`config.mk`:
```
export PLATFORM = sky130hd
export DESIGN_NAME = bmp_stream_ctrl
export DESIGN_NICKNAME = d
export VERILOG_FILES = /design/src/rtl/bmp_stream_ctrl.sv
export SDC_FILE = /design/constraint.sdc
export NUM_CORES = 1
export LEC_CHECK = 0
export BUFFER_PORTS_ARGS = -buffer_cell sky130_fd_sc_hd__buf_2
export CORE_MARGIN = 2
export CORE_UTILIZATION = 55
export DETAILED_ROUTE_END_ITERATION = 8
export GPL_TIMING_DRIVEN = 0
export PLACE_DENSITY = 0.82
export SETUP_SLACK_MARGIN = 0.02
export SLEW_MARGIN = 20
export SYNTH_ARGS = -nofsm -noshare
export SYNTH_HDL_FRONTEND = slang
export SYNTH_SLANG_ARGS = --single-unit
```
`constraint.sdc`:
```
create_clock -name clk -period 3.6 [get_ports clk]
set_input_delay 0.36 -clock clk [delete_from_list [all_inputs] [get_ports clk]]
set_output_delay 0.36 -clock clk [all_outputs]
set_load 0.05 [all_outputs]
```
`src/rtl/bmp_stream_ctrl.sv`:
```
// bmp_stream_ctrl: validates a BMP header in-stream and forwards every byte through one output register, tagging pixel bytes, the last byte and header errors
module bmp_stream_ctrl #(
  parameter int unsigned MIN_OFFSET = 54
) (
  input  logic       clk,
  input  logic       rst,
  input  logic       start,
  input  logic [2:0] mul_cfg,
  input  logic       s_valid,
  input  logic [7:0] s_data,
  output logic       s_ready,
  output logic       m_valid,
  output logic [7:0] m_data,
  output logic       m_pix,
  output logic       m_last,
  input  logic       m_ready,
  output logic [2:0] mul_value,
  output logic       busy,
  output logic       done,
  output logic       err
);
  typedef enum logic [2:0] {IDLE, HDR, PIX, DONE, ERR} state_t;
  state_t state, state_d;
  logic [31:0] idx, file_size, data_offset, off_full;
  logic [4:0] sh;
  logic acc, arm, hdr_bad, to_pix, to_done;
  assign s_ready = (state == HDR || state == PIX) && (!m_valid || m_ready);
  assign acc = s_valid && s_ready;
  assign arm = start && (state == IDLE || state == DONE || state == ERR);
  assign sh = {idx[1:0] - 2'd2, 3'b000};
  assign off_full = {s_data, data_offset[23:0]};
  assign hdr_bad = (idx == 32'd0 && s_data != 8'h42) || (idx == 32'd1 && s_data != 8'h4D) ||
                   (idx == 32'd13 && (off_full < MIN_OFFSET || off_full >= file_size));
  assign to_pix = idx > 32'd13 && idx == data_offset - 32'd1;
  assign to_done = idx == file_size - 32'd1;
  assign done = m_valid && m_ready && m_last;
  assign busy = state == HDR || state == PIX || m_valid;
  assign err = state == ERR;
  always_comb begin
    state_d = state;
    if (arm)
      state_d = HDR;
    else if (acc && state == HDR)
      state_d = hdr_bad ? ERR : to_pix ? PIX : HDR;
    else if (acc && state == PIX)
      state_d = to_done ? DONE : PIX;
  end
  always_ff @(posedge clk or posedge rst)
    if (rst) state <= IDLE;
    else state <= state_d;
  always_ff @(posedge clk or posedge rst) begin
    if (rst) begin
      mul_value <= '0;
      idx <= '0;
      file_size <= '0;
      data_offset <= '0;
      m_valid <= 1'b0;
      m_data <= '0;
      m_pix <= 1'b0;
      m_last <= 1'b0;
    end else begin
      if (arm) begin
        mul_value <= mul_cfg;
        idx <= '0;
        file_size <= '0;
        data_offset <= '0;
      end else if (acc) begin
        idx <= idx + 32'd1;
        if (state == HDR && idx >= 32'd2 && idx <= 32'd5) file_size[sh +: 8] <= s_data;
        if (state == HDR && idx >= 32'd10 && idx <= 32'd13) data_offset[sh +: 8] <= s_data;
      end
      if (acc) begin
        m_valid <= 1'b1;
        m_data <= s_data;
        m_pix <= state == PIX;
        m_last <= state == PIX && to_done;
      end else if (m_ready) begin
        m_valid <= 1'b0;
      end
    end
  end
endmodule

```
=== Yosys cells after proc, flatten, opt, wreduce, memory -nomap -nowiden ===
Cells that the tools add are included.

* Output and inout port bits: 18
* Register bits: 113
* Input port bits: 16

* Reduce and logical (&&, ||, !) cells: 34
* Muxes and demuxes: 18
* Shift operators: 2
* Equal/unequal tests: 10
* Order comparisons: 7
* Add/subtract/negate cells: 5

{| class="wikitable"
|+ Operators by type and width
! operator !! count
|-
| $mux 32 || 8
|-
| $bwmux 32 || 2
|-
| $eq 32x32->1 || 2
|-
| $sub 32x1->32 const B || 2
|-
| $add 32x1->32 const B || 1
|-
| $eq 32x1->1 const B || 1
|-
| $eq 32x4->1 const B || 1
|-
| $ge 32x2->1 const B || 1
|-
| $ge 32x32->1 || 1
|-
| $ge 32x4->1 const B || 1
|-
| $gt 32x4->1 const B || 1
|-
| $le 32x3->1 const B || 1
|-
| $le 32x4->1 const B || 1
|-
| $logic_not 32->1 || 1
|-
| $lt 32x6->1 const B || 1
|-
| $shift 8x7->32 const A || 1
|-
| $shiftx 8x7->32 || 1
|-
| $logic_and 1x1->1 || 16
|-
| $ne 8x7->1 const B || 2
|-
| $mux 3 || 4
|-
| $logic_or 1x1->1 || 8
|-
| $reduce_bool 2->1 || 4
|-
| $neg 5->7 || 1
|-
| $eq 3x2->1 const B || 2
|-
| other kinds (9) || 12
|}

=== Longest topological paths before layout ===
* Depth in word-level cells: 8
* Depth in mapped cells: 11
* Mapped depth without buffers: 10

=== Least setup slack after synthesis ===
OpenSTA, ideal clock, no wires.

* Path type: register to register
* Start point: reg data_offset[13]
* End point: reg state[0]
* Setup time: 0.135 ns
* Required time: 3.465 ns
* Data arrival time: 2.866 ns
* Slack: 0.599 ns
* Stages on the path, launching flop included: 9
* Path buffers: 0
* Path through: dfrtp_1 or4_1 or4_1 nor4_1 xnor2_1 and4_1 nand4_1 o41ai_1 o21ai_1

* Longest elaborated chain between the ends: 7

{| class="wikitable"
|+ RTL lines
! what !! RTL line !! text
|-
| from (decl) || 24 || <nowiki>logic [31:0] idx, file_size, data_offset, off_full;</nowiki>
|-
| from (signal, indexed assignment) || 70 || <nowiki>if (state == HDR && idx >= 32'd10 && idx <= 32'd13) data_offset[sh +: 8] <= s_data;</nowiki>
|-
| $sub 32x1->32 (tied with other cells) || 34 || <nowiki>assign to_pix = idx > 32'd13 && idx == data_offset - 32'd1;</nowiki>
|-
| $eq 32x32->1 / $logic_or 1x1->1 (equally long branches) || 34, 33 ||
|-
| $logic_and 1x1->1, on equally long branches || 34, 33 ||
|-
| $mux 2 / $logic_or 1x1->1 (equally long branches) || 44, 32 ||
|-
| $mux 3 (*) || 44 || <nowiki>state_d = hdr_bad ? ERR : to_pix ? PIX : HDR;</nowiki>
|-
| $mux 3 (*) || 43 || <nowiki>else if (acc && state == HDR)</nowiki>
|-
| $mux 3 (*) || 41 || <nowiki>if (arm)</nowiki>
|-
| to (signal assigned) || 50 || <nowiki>else state <= state_d;</nowiki>
|-
| to (decl) || 23 || <nowiki>state_t state, state_d;</nowiki>
|}

Every way passes the cells marked *; elsewhere a longest branch is shown, timed or not.
A chain may end at the register's enable or synchronous reset.

=== Worst setup path after layout ===
Same ends and word-level chain as after synthesis.

==> results.json <==
{
  "pwr-share-clk_pct": 23.6,
  "vdd_drop_max_uv": 751,
  "dp.cells": 1135,
  "yosysUniqueCellTypes": 66,
  "critPathKind": "flip-flop to flip-flop",
  "io_buffers": 33,
  "grt.overflow.total": 0,
  "fmax_mhz": 285,
  "grtUsageTotal_pct": 30.4,
  "diodes": 0,
  "max_cap_violations": 0,
  "async_flop_share_pct": 100,
  "clock_path_buffers": 2,
  "grt_max_degree": 76,
  "power_density_mw_per_mm2": 747,
  "synth_cells": 917,
  "post-dp-hpwl_mm": 17.0,
  "p_leak_nw": 4.45,
  "path_clk_slew_ps": 60,
  "seqPwrFrac_pct": 24.7,
  "drv_slew": 0,
  "antenna_found_initial": 0,
  "synth.avg_cell_area_um2": 9.07,
  "wl_met3_mm": 2.25,
  "combPwrFrac_pct": 51.7,
  "core_area_mm2": 0.0146,
  "final_nets": 1028,
  "worst_slew_pin_slew_ps": 1130,
  "drtPass1Iterations": 5,
  "cts_buffers": 17,
  "vias_per_cell": 6.50,
  "grt_pass1_wl_mm": 38.0,
  "wirelength_mm": 23.6,
  "outcome": "complete, no violations",
  "cp.required_ps": 3900,
  "die_h_um": 127,
  "cp-start-kind": "flip-flop",
  "wl_per_cell_um": 20.2,
  "clkSinkCount": 113,
  "p_sw_share_pct": 45.7,
  "first_global_vias": 7082,
  "rows": 44,
  "fin_crit_ps": 3510,
  "synth_edf_count": 0,
  "die_w_um": 127,
  "cts_max_level": 4,
  "drive_gt1_share_pct": 16.3,
  "crit_fanout": 7,
  "post-cts-setup-buffers": 0,
  "p_int_mw": 3.80,
  "drc": 0,
  "start_util_pct": 56.8,
  "areaGrowthSynthToFinish_pct": 12.8,
  "end_kind": "flip-flop",
  "vias": 7596,
  "drt_iter0_drc": 857,
  "cts_root_buf": "clkbuf_16",
  "wl_met1_mm": 9.61,
  "worstHoldPathCells": 2,
  "slew-limit-headroom_pct": 23.7,
  "finalHoldViolations": 0,
  "power_mw": 7.00,
  "top_layer_used": "met4",
  "yosysTopAreaCell": "dfrtp_1",
  "ys.flop_type": "dfrtp_1",
  "setup_violations": 0,
  "hold_path_class": "primary input to flip-flop",
  "p_sw_mw": 3.20,
  "post-route-period-util_pct": 97.5,
  "crit_arrival_ps": 3810,
  "netlist_area_mm2": 0.00831,
  "num_io_pins": 34,
  "synth_area_leaders": "dfrtp_1, mux2_2, ha_1",
  "worst-r2r-cell-count": 8,
  "yosysTopAreaCellShare_pct": 34.0,
  "synth-seq-area-share_pct": 34.0,
  "rsz0062_at_grt": "false",
  "ant_nets": 0,
  "cts_tree": "yes",
  "gp_congestion": 0.976,
  "met2RoutedLength_mm": 10.7,
  "fin_cells": 1168,
  "clk_latency_ps": 430,
  "fin_worst_skew_ps": 10.1,
  "die-area_mm2": 0.0161,
  "synth_warnings": 0,
  "ys_ff_latch": 113,
  "synth_nets": 974
}
-- cell usage in the layout, fill, tap and decap left out, types with 6 or more instances in the layout --
| master | netlist | layout |
|---|---|---|
| a211o_1 | 6 | 6 |
| a21o_1 | 8 | 8 |
| a21oi_1 | 30 | 30 |
| a31oi_1 | 10 | 10 |
| and2_1 | 38 | 38 |
| and3_1 | 15 | 15 |
| and4_1 | 10 | 10 |
| buf_2 | 3 | 36 |
| clkbuf_1 | 38 | 38 |
| clkbuf_16 | 0 | 17 |
| dfrtp_1 | 113 | 113 |
| ha_1 | 41 | 41 |
| inv_1 | 44 | 43 |
| inv_6 | 0 | 7 |
| mux2_2 | 68 | 68 |
| nand2_1 | 64 | 64 |
| nand3_1 | 26 | 26 |
| nand4_1 | 21 | 21 |
| nor2_1 | 74 | 74 |
| nor3_1 | 35 | 34 |
| nor4_1 | 28 | 24 |
| nor4b_1 | 7 | 7 |
| o21ai_0 | 17 | 17 |
| or3_1 | 13 | 13 |
| or4_1 | 11 | 11 |
| xnor2_1 | 50 | 50 |
| xor2_1 | 54 | 54 |
-- cells in the mapped netlist (5+ instances only) --
library cell and count:
inv_1 44, xnor2_1 50, a21oi_1 30, nor4b_1 7, or4_1 11, clkbuf_1 38
mux2_2 68, and4_1 10, buf_6 5, and3_1 15, nand4_1 21, and2_1 38
dfrtp_1 113, nand3_1 26, nor2_1 74, nor4_1 28, xor2_1 54, buf_1 5
a211o_1 6, ha_1 41, nand2_1 64, or3_1 13, nand2b_1 5, o21ai_1 5
a21o_1 8, o21ai_0 17, o211ai_1 5, o31ai_1 5, a31oi_1 10, nand3b_1 5
nor3_1 35
-- registers in the layout, summed over array words and instances, names as in the netlist --
signal	count
idx	32
m_valid	1
m_last	1
data_offset	32
m_pix	1
file_size	32
mul_value	3
state	3
m_data	8
-- through the flow --
stage / util [%] / instance area, um2 / worst slack (ps) / hold WS [ps] / TNS, ps
4_1_cts: 63.8 / 9340 / 30.0 / 155 / 0
3_3_place_gp: 59.5 / 8710 / -990 / 460 / -115150
5_1_grt: 64.0 / 9370 / 28.2 / 171 / 0
2_1_floorplan: - / 8310 / 253 / 465 / 0
6_report: 64.0 / 9370 / 89.6 / 158 / 0
3_5_place_dp: 59.7 / 8740 / -198 / 378 / -4810
-- path summary, 6_finish.rpt --
kind | start | endpoint | slack [ps]
min reg2reg | m_data[3] | m_data[3] | 480
min | mul_cfg[0] | mul_value[0] | 160
max reg2reg | data_offset[13] | state[0] | 90
max in group asynchronous | rst | idx[23] | 2420
max | data_offset[13] | state[0] | 90
min in group asynchronous | rst | m_data[6] | 480
-- metal layers --
layer	up-vias	global-route usage, %
li1	3414	-
met2	411	47.9
met3	93	4.64
met4	0	14.6
met5	-	0
met1	3678	41.2
-- cell families (layout without fill, tap and decap cells) --
| logic type | after synthesis | after routing | share of synthesized area, % |
|---|---|---|---|
| and+or+nand+nor | 368 | 368 | 24.1 |
| xor gates and xnor gates | 104 | 104 | 11.0 |
| adders and majority gates | 41 | 41 | 6.17 |
| muxes | 72 | 72 | 9.69 |
| AOI/OAI and AO/OA | 124 | 124 | 10.3 |
| DFF | 113 | 113 | 34.0 |
| buffers and inverters | 95 | 162 | 4.79 |
-- what timing repair did --
item                                   4_1_cts  5_1_grt
endpoints found under the hold margin       38        0
setup endpoints to repair                   33       35
pin swaps                                    0        0
hold buffers                                 1        0
resized for setup                            2        4
-- critical path: stages, from the launching register on --
cell     delay, ps
dfrtp_1        460
or4_1          680
or4_1          700
nor4_2         340
xnor2_1        170
and4_1         250
nand4_1        170
o41ai_4        490
o21ai_1        130
-- cell type report --
| class | instances | area, um2 |
|---|---|---|
| fillers | 1166 | 5270 |
| multi-input cells | 709 | 5140 |
| flip-flops and latches | 113 | 2830 |
| clock buffers | 17 | 425 |
| plain buffers | 51 | 233 |
| well taps | 184 | 230 |
| repair buffers | 35 | 203 |
| inverters | 44 | 170 |
| clock inverters | 15 | 149 |
-- power groups by stage --
| stage | Sequential (mW) | Clock, mW | Combinational, mW |
|---|---|---|---|
| floorplan | 1.90 | 0 | 2.41 |
| global placement | 1.72 | 0 | 3.35 |
| detailed placement | 1.73 | 0 | 3.42 |
| CTS | 1.72 | 1.66 | 3.49 |
| global route | 1.76 | 1.71 | 3.88 |
| finish | 1.73 | 1.65 | 3.62 |
Power figures use the tool's default switching activity.
